==> src/rtl/delay_arb_pkg.sv <==
// Shared types and default sizing for the shared-delay-timer arbiter.
package delay_arb_pkg;

  typedef enum logic [1:0] {
    IDLE  = 2'd0,
    COUNT = 2'd1,
    DONE  = 2'd2
  } state_e;

  localparam int DEF_NUM_REQ = 4;
  localparam int DEF_CNT_W   = 20;

endpackage

==> src/rtl/loadable_countdown.sv <==
// Down-counter with a runtime load value; Done is high while the count sits at zero.
module loadable_countdown
  import delay_arb_pkg::*;
#(
  parameter int CNT_W = DEF_CNT_W
) (
  input  logic             Clk,
  input  logic             Reset,
  input  logic             Load,
  input  logic [CNT_W-1:0] LoadValue,
  output logic             Done
);

  logic [CNT_W-1:0] count_q;
  logic [CNT_W-1:0] count_d;

  // Load wins over decrement; the count saturates at zero instead of wrapping.
  always_comb begin
    count_d = count_q;
    if (Load) begin
      count_d = LoadValue;
    end else if (count_q != '0) begin
      count_d = count_q - CNT_W'(1);
    end
  end

  always_ff @(posedge Clk or posedge Reset) begin
    if (Reset) begin
      count_q <= '0;
    end else begin
      count_q <= count_d;
    end
  end

  assign Done = (count_q == '0);

endmodule

==> src/rtl/delay_arbiter.sv <==
// Round-robin arbiter sharing one loadable countdown among NUM_REQ requesters,
// with a one-cycle Ack to the owner when its delay expires.
module delay_arbiter
  import delay_arb_pkg::*;
#(
  parameter int NUM_REQ = DEF_NUM_REQ,
  parameter int CNT_W   = DEF_CNT_W
) (
  input  logic                     Clk,
  input  logic                     Reset,
  input  logic [NUM_REQ-1:0]       Req,
  input  logic [NUM_REQ*CNT_W-1:0] Delay,
  output logic [NUM_REQ-1:0]       Grant,
  output logic [NUM_REQ-1:0]       Ack,
  output logic                     Busy
);

  localparam int IDX_W = $clog2(NUM_REQ);

  // First set request at or above ptr, wrapping around.
  function automatic logic [IDX_W-1:0] rr_pick(input logic [NUM_REQ-1:0] req,
                                               input logic [IDX_W-1:0]   ptr);
    logic [IDX_W-1:0] w;
    logic             found;
    int               idx;
    w     = '0;
    found = 1'b0;
    for (int i = 0; i < NUM_REQ; i++) begin
      idx = (int'(ptr) + i) % NUM_REQ;
      if (!found && req[idx]) begin
        found = 1'b1;
        w     = IDX_W'(idx);
      end
    end
    return w;
  endfunction

  function automatic logic [NUM_REQ-1:0] onehot(input logic [IDX_W-1:0] idx);
    return NUM_REQ'(1) << idx;
  endfunction

  state_e               state_q;
  logic [IDX_W-1:0]     ptr_q;
  logic [IDX_W-1:0]     win_q;
  logic [IDX_W-1:0]     win_d;
  logic [IDX_W-1:0]     ptr_next;
  logic [NUM_REQ-1:0]   grant_q;
  logic [NUM_REQ-1:0]   ack_q;
  logic                 busy_q;
  logic [CNT_W-1:0]     load_val;
  logic                 load;
  logic                 cnt_done;

  assign win_d    = rr_pick(Req, ptr_q);
  assign ptr_next = (win_q == IDX_W'(NUM_REQ - 1)) ? '0 : win_q + IDX_W'(1);
  assign load     = (state_q == IDLE) && (|Req);

  always_comb begin
    load_val = '0;
    for (int i = 0; i < NUM_REQ; i++) begin
      if (win_d == IDX_W'(i)) begin
        load_val = Delay[i*CNT_W +: CNT_W];
      end
    end
  end

  loadable_countdown #(
    .CNT_W(CNT_W)
  ) u_countdown (
    .Clk      (Clk),
    .Reset    (Reset),
    .Load     (load),
    .LoadValue(load_val),
    .Done     (cnt_done)
  );

  // Dropping Req during COUNT is an abort and takes priority over completion.
  always_ff @(posedge Clk or posedge Reset) begin
    if (Reset) begin
      state_q <= IDLE;
      grant_q <= '0;
      ack_q   <= '0;
      busy_q  <= 1'b0;
      ptr_q   <= '0;
      win_q   <= '0;
    end else begin
      case (state_q)
        IDLE: begin
          ack_q <= '0;
          if (|Req) begin
            win_q   <= win_d;
            grant_q <= onehot(win_d);
            busy_q  <= 1'b1;
            state_q <= COUNT;
          end
        end
        COUNT: begin
          if (!Req[win_q]) begin
            grant_q <= '0;
            ptr_q   <= ptr_next;
            busy_q  <= 1'b0;
            state_q <= IDLE;
          end else if (cnt_done) begin
            ack_q   <= onehot(win_q);
            state_q <= DONE;
          end
        end
        DONE: begin
          ack_q   <= '0;
          grant_q <= '0;
          ptr_q   <= ptr_next;
          busy_q  <= 1'b0;
          state_q <= IDLE;
        end
        default: begin
          ack_q   <= '0;
          grant_q <= '0;
          busy_q  <= 1'b0;
          state_q <= IDLE;
        end
      endcase
    end
  end

  assign Grant = grant_q;
  assign Ack   = ack_q;
  assign Busy  = busy_q;

endmodule

==> config.mk <==
export PLATFORM = sky130hd
export DESIGN_NAME = delay_arbiter
export DESIGN_NICKNAME = d
export VERILOG_FILES = /design/src/rtl/delay_arb_pkg.sv /design/src/rtl/loadable_countdown.sv /design/src/rtl/delay_arbiter.sv
export SDC_FILE = /design/constraint.sdc
export NUM_CORES = 1
export LEC_CHECK = 0
export ABC_AREA = 1
export CAP_MARGIN = 20
export CORE_ASPECT_RATIO = 0.8
export CORE_MARGIN = 2
export CORE_UTILIZATION = 35
export CTS_BUF_LIST = sky130_fd_sc_hd__clkbuf_16
export DETAILED_ROUTE_END_ITERATION = 8
export GPL_TIMING_DRIVEN = 0
export PLACE_DENSITY = 0.62
export REMOVE_ABC_BUFFERS = 1
export SYNTH_ARGS = -nofsm -noshare
export SYNTH_HDL_FRONTEND = slang
export SYNTH_SLANG_ARGS = --single-unit
==> constraint.sdc <==
create_clock -name Clk -period 3.2 [get_ports Clk]
set_input_delay 0.48 -clock Clk [delete_from_list [all_inputs] [get_ports Clk]]
set_output_delay 0.48 -clock Clk [all_outputs]
set_load 0.005 [all_outputs]
# After elaboration in Yosys (flattened, before gate mapping)
# Index checks and enable logic that the tools add are counted.
# classes
order_cmp,5
n_addsub,5
n_bitwise,3
n_reduce_logical,22
n_shift,2
n_mux,42
eq_ne,11
# ops
operator,n
20-bit 2-to-1 mux,6
20-bit zero test,1
4-bit 2-to-1 mux,5
20-bit nonzero test,1
"20-bit by 1-bit subtractor with 20-bit output, second input constant",1
2-bit 2-to-1 mux,9
1-bit 2-to-1 mux,13
"3-bit by 4-bit < comparator with 1-bit output, second input constant",3
1-bit binary-select mux with 2-bit select,5
2-bit AND reduction,5
"2-bit equality test, second input constant",4
2-bit case mux with 2 select lines,2
4-bit case mux with 2 select lines,1
"1-bit by 2-bit << shifter with 4-bit output, first input constant",2
"2-bit by 3-bit < comparator with 1-bit output, second input constant",2
"2-bit != test, second input constant",3
2-bit OR reduction,3
"2-bit by 1-bit adder with 2-bit output, second input constant",2
"2-bit adder, second input constant",2
"2-bit by 1-bit equality test with 1-bit output, second input constant",2
1-bit logical AND,4
2-bit zero test,2
2-bit nonzero test,2
4-bit OR reduction,1
other kinds (5),9
# word_totals
reg_bits,35
in_bits,86
wordCells,97
out_inout_bits,9

# Logic depth before layout (Yosys ltp)
# logic_depth
word_depth,20
depth_mapped,17
ltp_nobuf,16

# By module
# A second synthesis with hierarchy kept.
# hier_totals
hier_cells,452
area_unflattened_um2,3084.2
# by_module_without_submodules
mod,cells_each,area_per_inst_um2,instances,seq_area_each_um2
delay_arbiter,269,1695.4,1,375.4
loadable_countdown,183,1388.8,1,500.5

# Worst setup path before layout
# Ideal clock, no wire load.
# synth_path
path_type,reg-to-reg
start,register ptr_q[0]
end,register u_countdown.count_q[2]
period_less_slack_ns,1.901
required_time_ns,3.064
setup_ns,0.136
n_path_buf,2
slack_ns,1.299
stages_incl_launch_ff,17
arrival_ns,1.765
path_cell_list,dfrtp_1 inv_2 buf_6 nand2_1 nand2_1 nand2_1 nand2_1 nand3_1 nand2_1 clkinv_2 nand2_8 nand2_4 buf_4 o21ai_1 inv_1 nand2_1 a21oi_2
# synth_between
elab_chain_len,18
word_cells_on_any_way,36
# synth_lines
item,line,rtl
from (decl),delay_arbiter.sv:43,logic [IDX_W-1:0] ptr_q;
from (signal assigned),delay_arbiter.sv:100,ptr_q <= ptr_next;
from (signal assigned),delay_arbiter.sv:111,ptr_q <= ptr_next;
2-bit by 1-bit adder with 2-bit output or 1-bit binary-select mux with 2-bit select (tied branches),"delay_arbiter.sv:29, delay_arbiter.sv:30",
1-bit binary-select mux with 2-bit select or 1-bit 2-to-1 mux (tied branches),delay_arbiter.sv:30,if (!found && req[idx]) begin
1-bit 2-to-1 mux (implied by the code),delay_arbiter.sv:30,
1-bit 2-to-1 mux (implied by the code) or 1-bit zero test (tied branches),delay_arbiter.sv:30,
1-bit logical AND,delay_arbiter.sv:30,
1-bit 2-to-1 mux,delay_arbiter.sv:30,
1-bit zero test,delay_arbiter.sv:30,
1-bit logical AND,delay_arbiter.sv:30,
1-bit 2-to-1 mux,delay_arbiter.sv:30,
1-bit zero test,delay_arbiter.sv:30,
1-bit logical AND,delay_arbiter.sv:30,
2-bit 2-to-1 mux (*),delay_arbiter.sv:30,
2-bit zero test,delay_arbiter.sv:61,if (win_d == IDX_W'(i)) begin
20-bit 2-to-1 mux (3 in series),delay_arbiter.sv:61,
20-bit 2-to-1 mux (*),delay_arbiter.sv:61,
20-bit 2-to-1 mux (*),loadable_countdown.sv:20,if (Load) begin
to (signal assigned),loadable_countdown.sv:31,count_q <= count_d;
to (decl),loadable_countdown.sv:14,logic [CNT_W-1:0] count_q;
# Mark *: on every way between the ends. The rest lies on a longest branch, timed or not. The select of a mux whose other input is x is not followed.
# A chain may end at the register's enable or synchronous reset.

# Worst setup path in the final report
# layout_path
start,input port Req[1]
end,register u_countdown.count_q[1]
# layout_between
elab_chain_len,18
word_cells_on_any_way,36
# layout_lines
item,line,rtl
from (decl),delay_arbiter.sv:11,"input logic [NUM_REQ-1:0] Req,"
1-bit binary-select mux with 2-bit select,delay_arbiter.sv:30,
1-bit 2-to-1 mux (implied by the code),delay_arbiter.sv:30,
1-bit 2-to-1 mux,delay_arbiter.sv:30,
1-bit zero test,delay_arbiter.sv:30,
1-bit logical AND,delay_arbiter.sv:30,
1-bit 2-to-1 mux,delay_arbiter.sv:30,
1-bit zero test,delay_arbiter.sv:30,
1-bit logical AND,delay_arbiter.sv:30,
1-bit 2-to-1 mux,delay_arbiter.sv:30,
1-bit zero test,delay_arbiter.sv:30,
1-bit logical AND,delay_arbiter.sv:30,
2-bit 2-to-1 mux,delay_arbiter.sv:30,
2-bit zero test,delay_arbiter.sv:61,
20-bit 2-to-1 mux (4 in series),delay_arbiter.sv:61,
20-bit 2-to-1 mux,loadable_countdown.sv:20,
# Several ways; a longest one is shown, not always the timed one. The select of a mux whose other input is x is not followed.

==> summary.txt <==
Setup path
  • Crit end category: flip-flop
  • CP Launch Type: input port
  • Critical Path Fanout Max: 19
  • Path type of the worst setup path: in2reg
  • Worst endpoint required time: 3.41 ns
  • CP Data Arrival Time: 3.06 ns

Route
  • Top Layer Used: met4
  • 1st-pass router iterations: 4
  • Via-to-Cell Ratio: 4.874
  • DRC viols: 0
  • Drt initial violations: 155
  • WL met2: 3.863 mm
  • Detail Route Antenna Nets: 0
  • DR WL met3: 566 um
  • Final WL: 8.911 mm
  • Total number of vias: 3256
  • M1 WL: 4.433 mm
  • Wire per inst: 13.34 um

Die
  • Initial Utilization: 0.3594
  • Core ar.: 8446 um^2
  • Die W: 108.1 um
  • Ports: 95
  • Die ar.: 9438 um^2
  • Num rows: 30
  • Die height: 87.30 um

Cells and area
  • Final #Nets: 649
  • FILL cells: 863
  • P&R area growth vs syn: 39.24%
  • ANT cells: 0
  • Post-Layout Cell Count: 668
  • Register area: 875.8 um^2
  • Share of layout cells above drive strength 1: 0.07194
  • Commonest non-fill, non-tap cell in the layout: nand2_1
  • Area of the multi-input gates: 1843 um^2
  • Most frequent cells in the layout: 146 x nand2_1, 94 x clkdlybuf4s50_1, 53 x nand3_1

Yosys
  • Mapped cell area: 3035 um^2
  • Synth Warn #: 0
  • Top cells by area, synth: dfrtp_1 29%, nand2_1 18%, nand3_1 8.7%
  • Synth cell types: 36
  • Avg Inst Size Synth: 6.500 um^2
  • Synth Instances: 467
  • Flop and latch count out of synthesis: 35
  • Register area share after synthesis: 0.2885
  • Cell taking the most area after synthesis: dfrtp_1
  • Share of the synthesized area in the top cell type: 0.2885

Place
  • Port bufs: 94
  • DPL Wire Length: 6.956 mm
  • RePlAce Congestion: 0.9671
  • Post-Place Cells: 660
  • Place WS: -0.1473 ns

STA
  • Slew headroom: 0.4323
  • RSZ-0062 raised after global routing: false
  • Final WS setup: 0.3522 ns
  • Hold Worst Slack: 0.4788 ns
  • Final period util: 0.8899
  • Skew final: 0.004771 ns
  • Final Hold Vio Count: 0
  • Period minus WS final: 2.848 ns
  • Worst slew pin tran: 0.8507 ns
  • Setup violators final: 0
  • Max-slew violations: 0
  • Fmax: 351.1 MHz

Flow run
  • Max-Cap Viols: 0

Global routing
  • Overflow after GRT: 0
  • Initial antenna violation count: 0
  • Largest net degree at the start of global routing: 24
  • Vias in the first global route: 3054
  • Global-route wire length before repair: 14.75 mm
  • Aggregate global-route resource usage: 0.1963

Pwr
  • Pwr/cell area: 1013 nW/um^2
  • Pleak: 0.002002 uW
  • Power Total: 4283 uW
  • Worst IR drop on VDD: 796.0 uV

Clock network
  • Postcts setup bufs: 0
  • Maximum clock path buffer count: 2
  • Clock-pin slew on the worst setup and hold paths: 0.06 ns
  • CTS Buf Count: 5
  • Clk_lat worst skew: 0.28 ns
  • H-tree depth: 2
  • CTS root buf: clkbuf_16
  • Clk sinks: 35
  • CTS tree: done

Hold path
  • Hold Path Class: reg2reg

Outcome
  • Status: finished, final reports clean
sequential cells by signal (all words and copies together) (netlist names):
signal	flops
u_countdown.count_q	20
ptr_q	2
win_q	2
state_q	2
Ack	4
Grant	4
Busy	1
logic make-up after synthesis:
family / Yosys count / share of synthesized area
AO/OA/AOI/OAI: 69 / 0.1319
XOR/XNOR: 10 / 0.02886
AND/OR/NAND/NOR: 273 / 0.4118
flip-flops: 35 / 0.2885
buffers and inverters: 72 / 0.1059
adder cells (fa/ha/maj): 8 / 0.03298
stage by stage:
stage | instance area [um^2] | setup TNS, ns | utilization
final | 4227 | 0 | 0.5004
after global routing | 4227 | 0 | 0.5004
after CTS | 4224 | 0 | 0.5001
after detailed placement | 4055 | -0.2937 | 0.4801
after global placement | 4010 | -17.83 | 0.4748
after floorplan | 2929 | 0 | -
report_power, final:
| group | total [uW] | leakage, uW | internal (uW) | switching, uW |
|---|---|---|---|---|
| sequential | 843 | 0.000434 | 643 | 200 |
| clock | 554 | 0.0000838 | 367 | 187 |
| combinational | 2890 | 0.00148 | 1020 | 1870 |
| total | 4280 | 0.00200 | 2020 | 2260 |
metal layers:
metal / GRT usage / vias to the layer above
met5: 0 / -
met3: 0.03665 / 5
met1: 0.2872 / 1460
met2: 0.3036 / 101
li1: - / 1690
met4: 0.03613 / 0
critical path, cell delays in order:
cell and delay, ns:
clkdlybuf4s50_1 0.51, nor4_1 0.68, nor2_2 0.34, buf_8 0.25
inv_1 0.36, o21ai_0 0.25, a21oi_2 0.18
cell type report:
class                           instances  area share
Clock buffer                            5     0.02960
Clock inverter                          3     0.01036
Inverter                               57     0.05092
Multi-Input combinational cell        360      0.4361
Sequential cell                        35      0.2072
Tap cell                              112     0.03316
Timing Repair Buffer                   96      0.2327
worst paths after layout:
path | to | cells past startpoint | start | slack (ns)
min in group asynchronous | Grant[2] | 2 | Reset | 0.67
setup / recovery | u_countdown.count_q[1] | 7 | Req[1] | 0.35
max in group asynchronous | u_countdown.count_q[2] | 3 | Reset | 1.96
setup reg to reg | u_countdown.count_q[11] | 14 | ptr_q[0] | 0.56
hold / removal | Busy | 2 | Busy | 0.48
hold reg to reg | Busy | 2 | Busy | 0.48
what timing repair did:
item	4_1_cts	5_1_grt
endpoints found under the setup margin	0	2
resized for setup	0	1
hold buffers	0	0
hold endpoints to repair	0	0
synth_stat cells:
cell type / n
nand2_8: 1
nand2_4: 3
inv_2: 6
a21oi_1: 22
nor2_4: 2
nand3b_1: 3
ha_1: 8
a21boi_1: 1
a21boi_0: 1
dfrtp_1: 35
buf_4: 5
or4_1: 1
o211ai_1: 2
o21ai_0: 19
o21a_1: 2
buf_6: 4
nor3_1: 5
xor2_1: 7
nor2_8: 2
o31ai_1: 2
nand4_1: 9
o21ai_1: 11
nand3_1: 53
a31oi_1: 1
nor3_2: 1
a32o_1: 3
a21oi_2: 5
clkbuf_1: 5
buf_2: 1
nand2_1: 146
nor4_1: 2
inv_1: 50
nand2_2: 7
nor2_1: 38
clkinv_2: 1
xnor2_1: 3
Power figures use the tool's default switching activity.
